File: config.mk
export PLATFORM = sky130hd
export DESIGN_NAME = vram_arbiter
export DESIGN_NICKNAME = d
export VERILOG_FILES = /design/src/rtl/vram_arbiter.sv
export SDC_FILE = /design/constraint.sdc
export NUM_CORES = 1
export LEC_CHECK = 0
export ABC_CLOCK_PERIOD_IN_PS = 3500
export CAP_MARGIN = 25
export CELL_PAD_IN_SITES_DETAIL_PLACEMENT = 2
export CELL_PAD_IN_SITES_GLOBAL_PLACEMENT = 2
export CORE_ASPECT_RATIO = 0.8
export CORE_MARGIN = 5
export CORE_UTILIZATION = 32
export DETAILED_ROUTE_END_ITERATION = 12
export PLACE_DENSITY_LB_ADDON = 0.2
export SETUP_SLACK_MARGIN = 0.3
export SYNTH_ARGS = -nofsm -noshare
export SYNTH_HDL_FRONTEND = slang
export SYNTH_SLANG_ARGS = --single-unit
export TNS_END_PERCENT = 10
File: constraint.sdc
create_clock -name clk -period 3.5 [get_ports clk]
set_input_delay 1.05 -clock clk [delete_from_list [all_inputs] [get_ports clk]]
set_output_delay 1.05 -clock clk [all_outputs]
set_load 0.02 [all_outputs]
File: src/rtl/vram_arbiter.sv
// VRAM arbiter: the VDP owns every vdp_slot cycle; the aux port gets the free cycles
// for posted writes (small FIFO) and blocking reads that stay coherent with those writes.
module vram_arbiter #(
    parameter int ADDR_W     = 15,
    parameter int DATA_W     = 8,
    parameter int WBUF_DEPTH = 4,
    parameter int STARVE_MAX = 64
) (
    input  logic                          clk,
    input  logic                          rst_n,
    input  logic                          vdp_slot,
    input  logic                          vdp_we_n,
    input  logic                          vdp_oe_n,
    input  logic [ADDR_W-1:0]             vdp_addr,
    input  logic [DATA_W-1:0]             vdp_wdata,
    output logic [DATA_W-1:0]             vdp_rdata,
    input  logic                          aux_req,
    input  logic                          aux_we,
    input  logic [ADDR_W-1:0]             aux_addr,
    input  logic [DATA_W-1:0]             aux_wdata,
    output logic                          aux_ack,
    output logic [DATA_W-1:0]             aux_rdata,
    output logic                          aux_rvalid,
    output logic [$clog2(WBUF_DEPTH):0]   wbuf_level,
    output logic                          starve_err,
    output logic                          ram_we,
    output logic [ADDR_W-1:0]             ram_addr,
    output logic [DATA_W-1:0]             ram_din,
    input  logic [DATA_W-1:0]             ram_dout
);
    // state   | meaning
    // IDLE    | accepting aux requests
    // ISSUE   | aux read latched, waiting for a free (non-VDP) cycle
    // CAPTURE | RAM returns aux read data, aux_rvalid pulses
    typedef enum logic [1:0] {ST_IDLE, ST_ISSUE, ST_CAPTURE} rd_state_t;

    localparam int IDX_W = $clog2(WBUF_DEPTH);
    localparam int PTR_W = IDX_W + 1;
    localparam int CNT_W = $clog2(STARVE_MAX + 1);

    rd_state_t             state, state_nxt;
    logic [ADDR_W-1:0]     wb_addr [WBUF_DEPTH];
    logic [DATA_W-1:0]     wb_data [WBUF_DEPTH];
    logic [PTR_W-1:0]      wr_ptr, rd_ptr;
    logic                  empty, full, push, pop, rd_ack, issue;
    logic [ADDR_W-1:0]     rd_addr_q;
    logic [DATA_W-1:0]     aux_rdata_q, vdp_rdata_q;
    logic                  vdp_own_d;
    logic [CNT_W-1:0]      starve_cnt, cnt_nxt;

    assign empty      = (wr_ptr == rd_ptr);
    assign full       = (wr_ptr[IDX_W] != rd_ptr[IDX_W]) &&
                        (wr_ptr[IDX_W-1:0] == rd_ptr[IDX_W-1:0]);
    assign wbuf_level = wr_ptr - rd_ptr;
    // Gating with rst_n keeps the RAM untouched during the reset cycle itself.
    assign push       = rst_n & aux_req & aux_we & ~full & (state == ST_IDLE);
    assign pop        = rst_n & ~vdp_slot & ~empty;
    assign aux_ack    = push | rd_ack;
    assign aux_rvalid = rst_n & (state == ST_CAPTURE);
    assign aux_rdata  = aux_rvalid ? ram_dout : aux_rdata_q;
    assign vdp_rdata  = vdp_own_d ? ram_dout : vdp_rdata_q;

    always_ff @(posedge clk) begin
        if (!rst_n) begin
            state <= ST_IDLE;
        end else begin
            state <= state_nxt;
        end
    end

    always_comb begin
        state_nxt = state;
        rd_ack    = 1'b0;
        issue     = 1'b0;
        ram_we    = 1'b0;
        ram_addr  = '0;
        ram_din   = '0;
        case (state)
            ST_IDLE: begin
                if (rst_n && aux_req && !aux_we && empty) begin
                    rd_ack    = 1'b1;
                    state_nxt = ST_ISSUE;
                end
            end
            ST_ISSUE: begin
                if (rst_n && !vdp_slot) begin
                    issue     = 1'b1;
                    state_nxt = ST_CAPTURE;
                end
            end
            ST_CAPTURE: state_nxt = ST_IDLE;
            default:    state_nxt = ST_IDLE;
        endcase
        // The FIFO is always empty outside IDLE, so pop and issue never collide.
        if (vdp_slot) begin
            ram_addr = vdp_addr;
            ram_din  = vdp_wdata;
            ram_we   = ~vdp_we_n;
        end else if (pop) begin
            ram_we   = 1'b1;
            ram_addr = wb_addr[rd_ptr[IDX_W-1:0]];
            ram_din  = wb_data[rd_ptr[IDX_W-1:0]];
        end else if (issue) begin
            ram_addr = rd_addr_q;
        end
    end

    always_ff @(posedge clk) begin
        if (push) begin
            wb_addr[wr_ptr[IDX_W-1:0]] <= aux_addr;
            wb_data[wr_ptr[IDX_W-1:0]] <= aux_wdata;
        end
    end

    always_ff @(posedge clk) begin
        if (!rst_n) begin
            wr_ptr      <= '0;
            rd_ptr      <= '0;
            rd_addr_q   <= '0;
            aux_rdata_q <= '0;
            vdp_rdata_q <= '0;
            vdp_own_d   <= 1'b0;
        end else begin
            if (push)   wr_ptr    <= wr_ptr + 1'b1;
            if (pop)    rd_ptr    <= rd_ptr + 1'b1;
            if (rd_ack) rd_addr_q <= aux_addr;
            if (state == ST_CAPTURE) aux_rdata_q <= ram_dout;
            if (vdp_own_d) vdp_rdata_q <= ram_dout;
            vdp_own_d <= vdp_slot & ~vdp_oe_n;
        end
    end

    always_comb begin
        cnt_nxt = starve_cnt;
        if (!vdp_slot) begin
            cnt_nxt = '0;
        end else if ((!empty || state == ST_ISSUE) && starve_cnt != CNT_W'(STARVE_MAX)) begin
            cnt_nxt = starve_cnt + 1'b1;
        end
    end

    always_ff @(posedge clk) begin
        if (!rst_n) begin
            starve_cnt <= '0;
            starve_err <= 1'b0;
        end else begin
            starve_cnt <= cnt_nxt;
            if (cnt_nxt == CNT_W'(STARVE_MAX)) starve_err <= 1'b1;
        end
    end
endmodule

==> After elaboration in Yosys (flattened, before gate mapping) <==
Memory sizes are Yosys's and may differ from the RTL's. A register that Yosys moved wholly into a read port is not among the register bits.
Cells that the tools add are included.
{ "classes": {"add_sub_neg": 4, "n_eq_ne": 9, "mux": 24, "bitwise_logic": 14, "n_reduce_logical": 12} }
{ "op_table": {"columns": ["op", "count"], "rows": [
  ["two-way mux 15 bit", 3],
  ["two-way mux 8 bit", 4],
  ["two-way mux 7 bit", 2],
  ["two-way mux 2 bit", 6],
  ["AND 1 bit", 8],
  ["two-way mux 1 bit", 8],
  ["adder 7 x 1 -> 7 bit (second input constant)", 1],
  ["== test 7 bit (second input constant)", 1],
  ["inequality test 7 bit (second input constant)", 1],
  ["adder 3 x 1 -> 3 bit (second input constant)", 2],
  ["logical AND 1 bit", 6],
  ["NOT 1 bit", 5],
  ["one-hot mux 2 bit (2 select lines)", 1],
  ["== test 3 bit", 1],
  ["zero test 1 bit", 3],
  ["subtractor 3 bit", 1],
  ["== test 2 x 1 -> 1 bit (second input constant)", 1],
  ["== test 2 bit", 1],
  ["== test 2 bit (second input constant)", 1],
  ["zero test 2 bit", 1],
  ["inequality test 2 x 1 -> 1 bit (second input constant)", 1],
  ["inequality test 2 bit (second input constant)", 1],
  ["AND reduction 2 bit", 1],
  ["logical OR 1 bit", 1],
  ["other kinds (2)", 2]
]} }
{ "totals": {"ff_bits": 48, "mem_bits_rw": 92, "in_bits": 61, "output_inout_bits": 46, "elab_cells": 74, "memories": 2} }
{ "memory_table": {"columns": ["memory", "depth", "word_bits", "rd", "rd_clocked_by_memory_dff", "wr", "line", "source"], "rows": [
  ["wb_addr", 4, 15, 1, 1, 1, "42", "logic [ADDR_W-1:0] wb_addr [WBUF_DEPTH];"],
  ["wb_data", 4, 8, 1, 1, 1, "43", "logic [DATA_W-1:0] wb_data [WBUF_DEPTH];"]
]} }

==> Logic depth before layout (Yosys ltp) <==
{ "logic_depth": {"depth_word": 7, "ltp_mapped": 8} }

==> Least setup slack after synthesis <==
Ideal clock, no wire load.
{ "synth_timing": {"path_kind": "input -> output", "from": "in rst_n", "to": "out ram_addr[5]", "arrival_time_ns": 2.480, "setup_slack_ns": -0.030, "cell_stages": 6, "n_path_buf": 2, "cell_sequence": "clkbuf_1 -> nand2b_1 -> a31oi_1 -> clkbuf_1 -> a22oi_1 -> nand2_1"} }
{ "synth_between": {"elab_chain_len": 6, "word_cells_on_any_way": 8} }
{ "synth_lines": {"columns": ["element", "line", "source"], "rows": [
  ["from (decl)", "10", "input logic rst_n,"],
  ["logical AND 1 bit", "86", "if (rst_n && !vdp_slot) begin"],
  ["two-way mux 1 bit", "86", null],
  ["two-way mux 1 bit", "78", "case (state)"],
  ["two-way mux 15 bit", "103", "end else if (issue) begin"],
  ["two-way mux 15 bit (*)", "99", "end else if (pop) begin"],
  ["two-way mux 15 bit (*)", "95", "if (vdp_slot) begin"],
  ["to (decl)", "27", "output logic [ADDR_W-1:0] ram_addr,"]
]} }
Every way passes the cells marked *; elsewhere a longest branch is shown, timed or not.

==> Final worst setup path <==
{ "layout_timing": {"from": "in ram_dout[3]", "to": "out vdp_rdata[3]"} }
{ "layout_between": {"elab_chain_len": 1} }
{ "layout_lines": {"columns": ["element", "line", "source"], "rows": [
  ["from (decl)", "29", "input logic [DATA_W-1:0] ram_dout"],
  ["two-way mux 8 bit", null, null],
  ["to (decl)", "16", "output logic [DATA_W-1:0] vdp_rdata,"]
]} }
Every way passes these cells.

==> impl_metrics.ini <==
[power_and_ir_drop]
powerDensity_nw_per_um2 = 514
peakVddDrop_mv = 0.326
p_sw_uw = 928
power.total_mw = 4.27
power.internal_mw = 3.34
p_leak_nw = 3.13
swShare = 0.217
pwr-share-clk = 0.481
power_frac_seq = 0.428
combPwrFrac = 0.091

[detailed_routing]
drt_pre_antenna_iters = 7
num_vias = 4068
wl_per_cell_um = 21.1
drt-total-wl_mm = 17.6
viasPerCell = 4.88
drc_errors = 0
drt_iter0_drc = 289
ant_nets = 0

[timing]
grt_setup_unrepaired = true
layout_min_cycle_time_ns = 3.37
skew_ns = 0.00824
setup_tns_ns = 0
worst_pin_slew_ns = 0.467
slew_headroom = 0.688
fin_ws_ns = 0.129
hold_violations = 0
max_freq_mhz = 297
drv_slew = 0
period_share = 0.963
fin_hold_ws_ns = 0.464
setup_viol = 0

[final_layout]
fillers = 1786
areaGrowthSynthToFinish_pct = 39.4
layout.nets = 639
layout_common_cells = edfxtp_1 (92), clkdlybuf4s50_1 (65), nand2_1 (60)
drive_gt1_frac = 0.250
finish.instance_area_um2 = 8310
final_common_cell = edfxtp_1
n_antenna_cell = 0

[place]
port_buffers = 106
dpl_worst_slack_ns = -0.548
place.gp.congestion = 0.726
placed_area_um2 = 7540
dp_hpwl_mm = 11.3

[yosys]
syn-num-nets = 502
synth_cell_types = 40
synth_top_area_share = 0.464
synth_top_family_by_area = multiplexers
syn_avg_cell_area_um2 = 13.8
yosys_warnings = 0
synthAdderAreaFrac = 0.0223
synth.yosys.seq_area_share = 0.632
synthMuxAreaShare = 0.119
synth_compound_area_frac = 0.0871
yosys.area.top_type = edfxtp_1
synthXorXnorAreaFrac = 0.0176
syn_inst = 431
syn-cell-area_um2 = 5960
ys_seq_elements = 142
synth.top_cells.by_area = edfxtp_1 (46%), dfxtp_1 (17%), mux4_2 (8.7%), nand2_1 (3.8%), mux2_2 (3.0%)
yosys.area_share.simple = 0.0920

[setup_path]
cp_data_required_time_ns = 2.45
cp_max_fo = 3
worst_setup_path_end_kind = primary output
critical_path_class = primary input to primary output
critPathArrivalTime_ns = 2.32
start_kind = primary input

[clock_tree]
numCtsBuffers = 17
cts_tree = done
cts.reportedPaths.clkPinSlew_ns = 0.06
insertion_delay_ns = 0.43
h-tree-depth = 4
hold_buffers = 0
ctsRootBufferMaster = clkbuf_16
cts_buffer_depth = 2
clock_sinks = 142

[die]
ios = 107
fp.dieW_um = 163
rows = 44
dieArea_um2 = 21500
floorplan.initialDensity = 0.327
coreArea_um2 = 18200
die_h_um = 132

[global_route]
grt_pass1_wl_mm = 27.5
grt.overflow.total = 0
first_global_vias = 4695
grt_usage = 0.169
antenna_found_initial = 0
grt_max_degree = 29

[min_path]
hp-class = flop to flop

[run]
drv_cap = 0

[run_status]
outcome = finished clean
[cells by family (layout without fill, tap and decap cells)]
family                   Yosys count  after routing
AO/OA/AOI/OAI                     63             63
AND/OR/NAND/NOR                  117            117
flip-flops                       142            142
XOR/XNOR                          12             12
adder cells (fa/ha/maj)           10             10
buffers and inverters             47            197
multiplexers                      40             40
[stage by stage]
step	cells	utilization
floorplan	431	-
global placement	796	0.414
detailed placement	796	0.414
CTS	834	0.455
global route	834	0.456
finish	834	0.456
[layer usage]
metal  part of all wire  wire length (um)  up-vias  global-route usage
met2               0.50              8820      114               0.288
met5                  0                 0        -                   0
met1               0.44              7660     2061               0.212
met3              0.051               892       14              0.0460
met4              0.011               188        0              0.0475
li1                   -                 -     1879                   -
[worst paths after layout]
kind	startpoint	endpoint	slack (ns)	depth (start not counted)
min	aux_rdata_q[1]$_SDFFE_PN0N_	aux_rdata_q[1]$_SDFFE_PN0N_	0.46	2
max reg2reg	wr_ptr[0]$_SDFFE_PN0P_	starve_err$_SDFFE_PN0N_	1.19	8
min reg2reg	aux_rdata_q[1]$_SDFFE_PN0N_	aux_rdata_q[1]$_SDFFE_PN0N_	0.46	2
max	ram_dout[3]	vdp_rdata[3]	0.13	3
[sequential cells by signal, indices dropped and copies added (netlist names), named ones only]
| name | cells |
|---|---|
| wr_ptr | 3 |
| rd_ptr | 3 |
| rd_addr_q | 15 |
| state | 2 |
| vdp_rdata_q | 8 |
| starve_err | 1 |
| vdp_own_d | 1 |
| aux_rdata_q | 8 |
| starve_cnt | 7 |
| wb_addr | 60 |
| wb_data | 32 |
[power by group through the flow]
stage	sequential [mW]	clock, mW	combinational, mW
after floorplan	1.85	0	0.180
after global placement	1.86	0	0.374
after detailed placement	1.86	0	0.385
after CTS	1.83	2.10	0.395
after global routing	1.83	2.18	0.418
final	1.83	2.05	0.388
[critical path, cell delays in order]
cell and delay [ns]:
clkdlybuf4s50_1 0.44, mux2_2 0.29, clkdlybuf4s50_1 0.54
[cell type report]
cell class / count / area, um^2 / share of cell area
inverter: 23 / 86.3 / 0.0104
multi-input combinational: 242 / 2080 / 0.250
sequential: 142 / 3770 / 0.454
clock buffer: 17 / 425 / 0.0512
timing repair buffer: 142 / 1390 / 0.168
clock inverter: 15 / 241 / 0.0291
tap: 253 / 317 / 0.0381
[repair_timing]
item | 4_1_cts | 5_1_grt
resized for setup | 136 | 5
pin swaps | 7 | 0
gates cloned | 2 | 0
buffers inserted | 4 | 0
endpoints found under the setup margin | 44 | 44
[cells in the mapped netlist]
cell	number
a211o_1	2
a21boi_0	20
a21boi_1	4
a21o_1	1
a21oi_1	4
a222oi_1	14
a22o_1	8
a22oi_1	1
a31oi_1	1
a32o_1	1
and2_1	18
and3_1	1
buf_1	2
buf_2	4
clkbuf_1	18
dfxtp_1	50
edfxtp_1	92
fa_1	1
ha_1	9
inv_1	23
mux2_2	16
mux2i_1	1
mux4_2	23
nand2_1	61
nand2b_1	5
nand3_1	6
nand4_1	3
nor2_1	10
nor2b_1	5
nor3_1	3
nor3_2	1
o2111a_1	1
o21ai_0	1
o22a_1	1
o31ai_1	3
o31ai_2	1
or3_1	3
or4_1	1
xnor2_1	6
xor2_1	6
(Power assumes the default switching activity.)
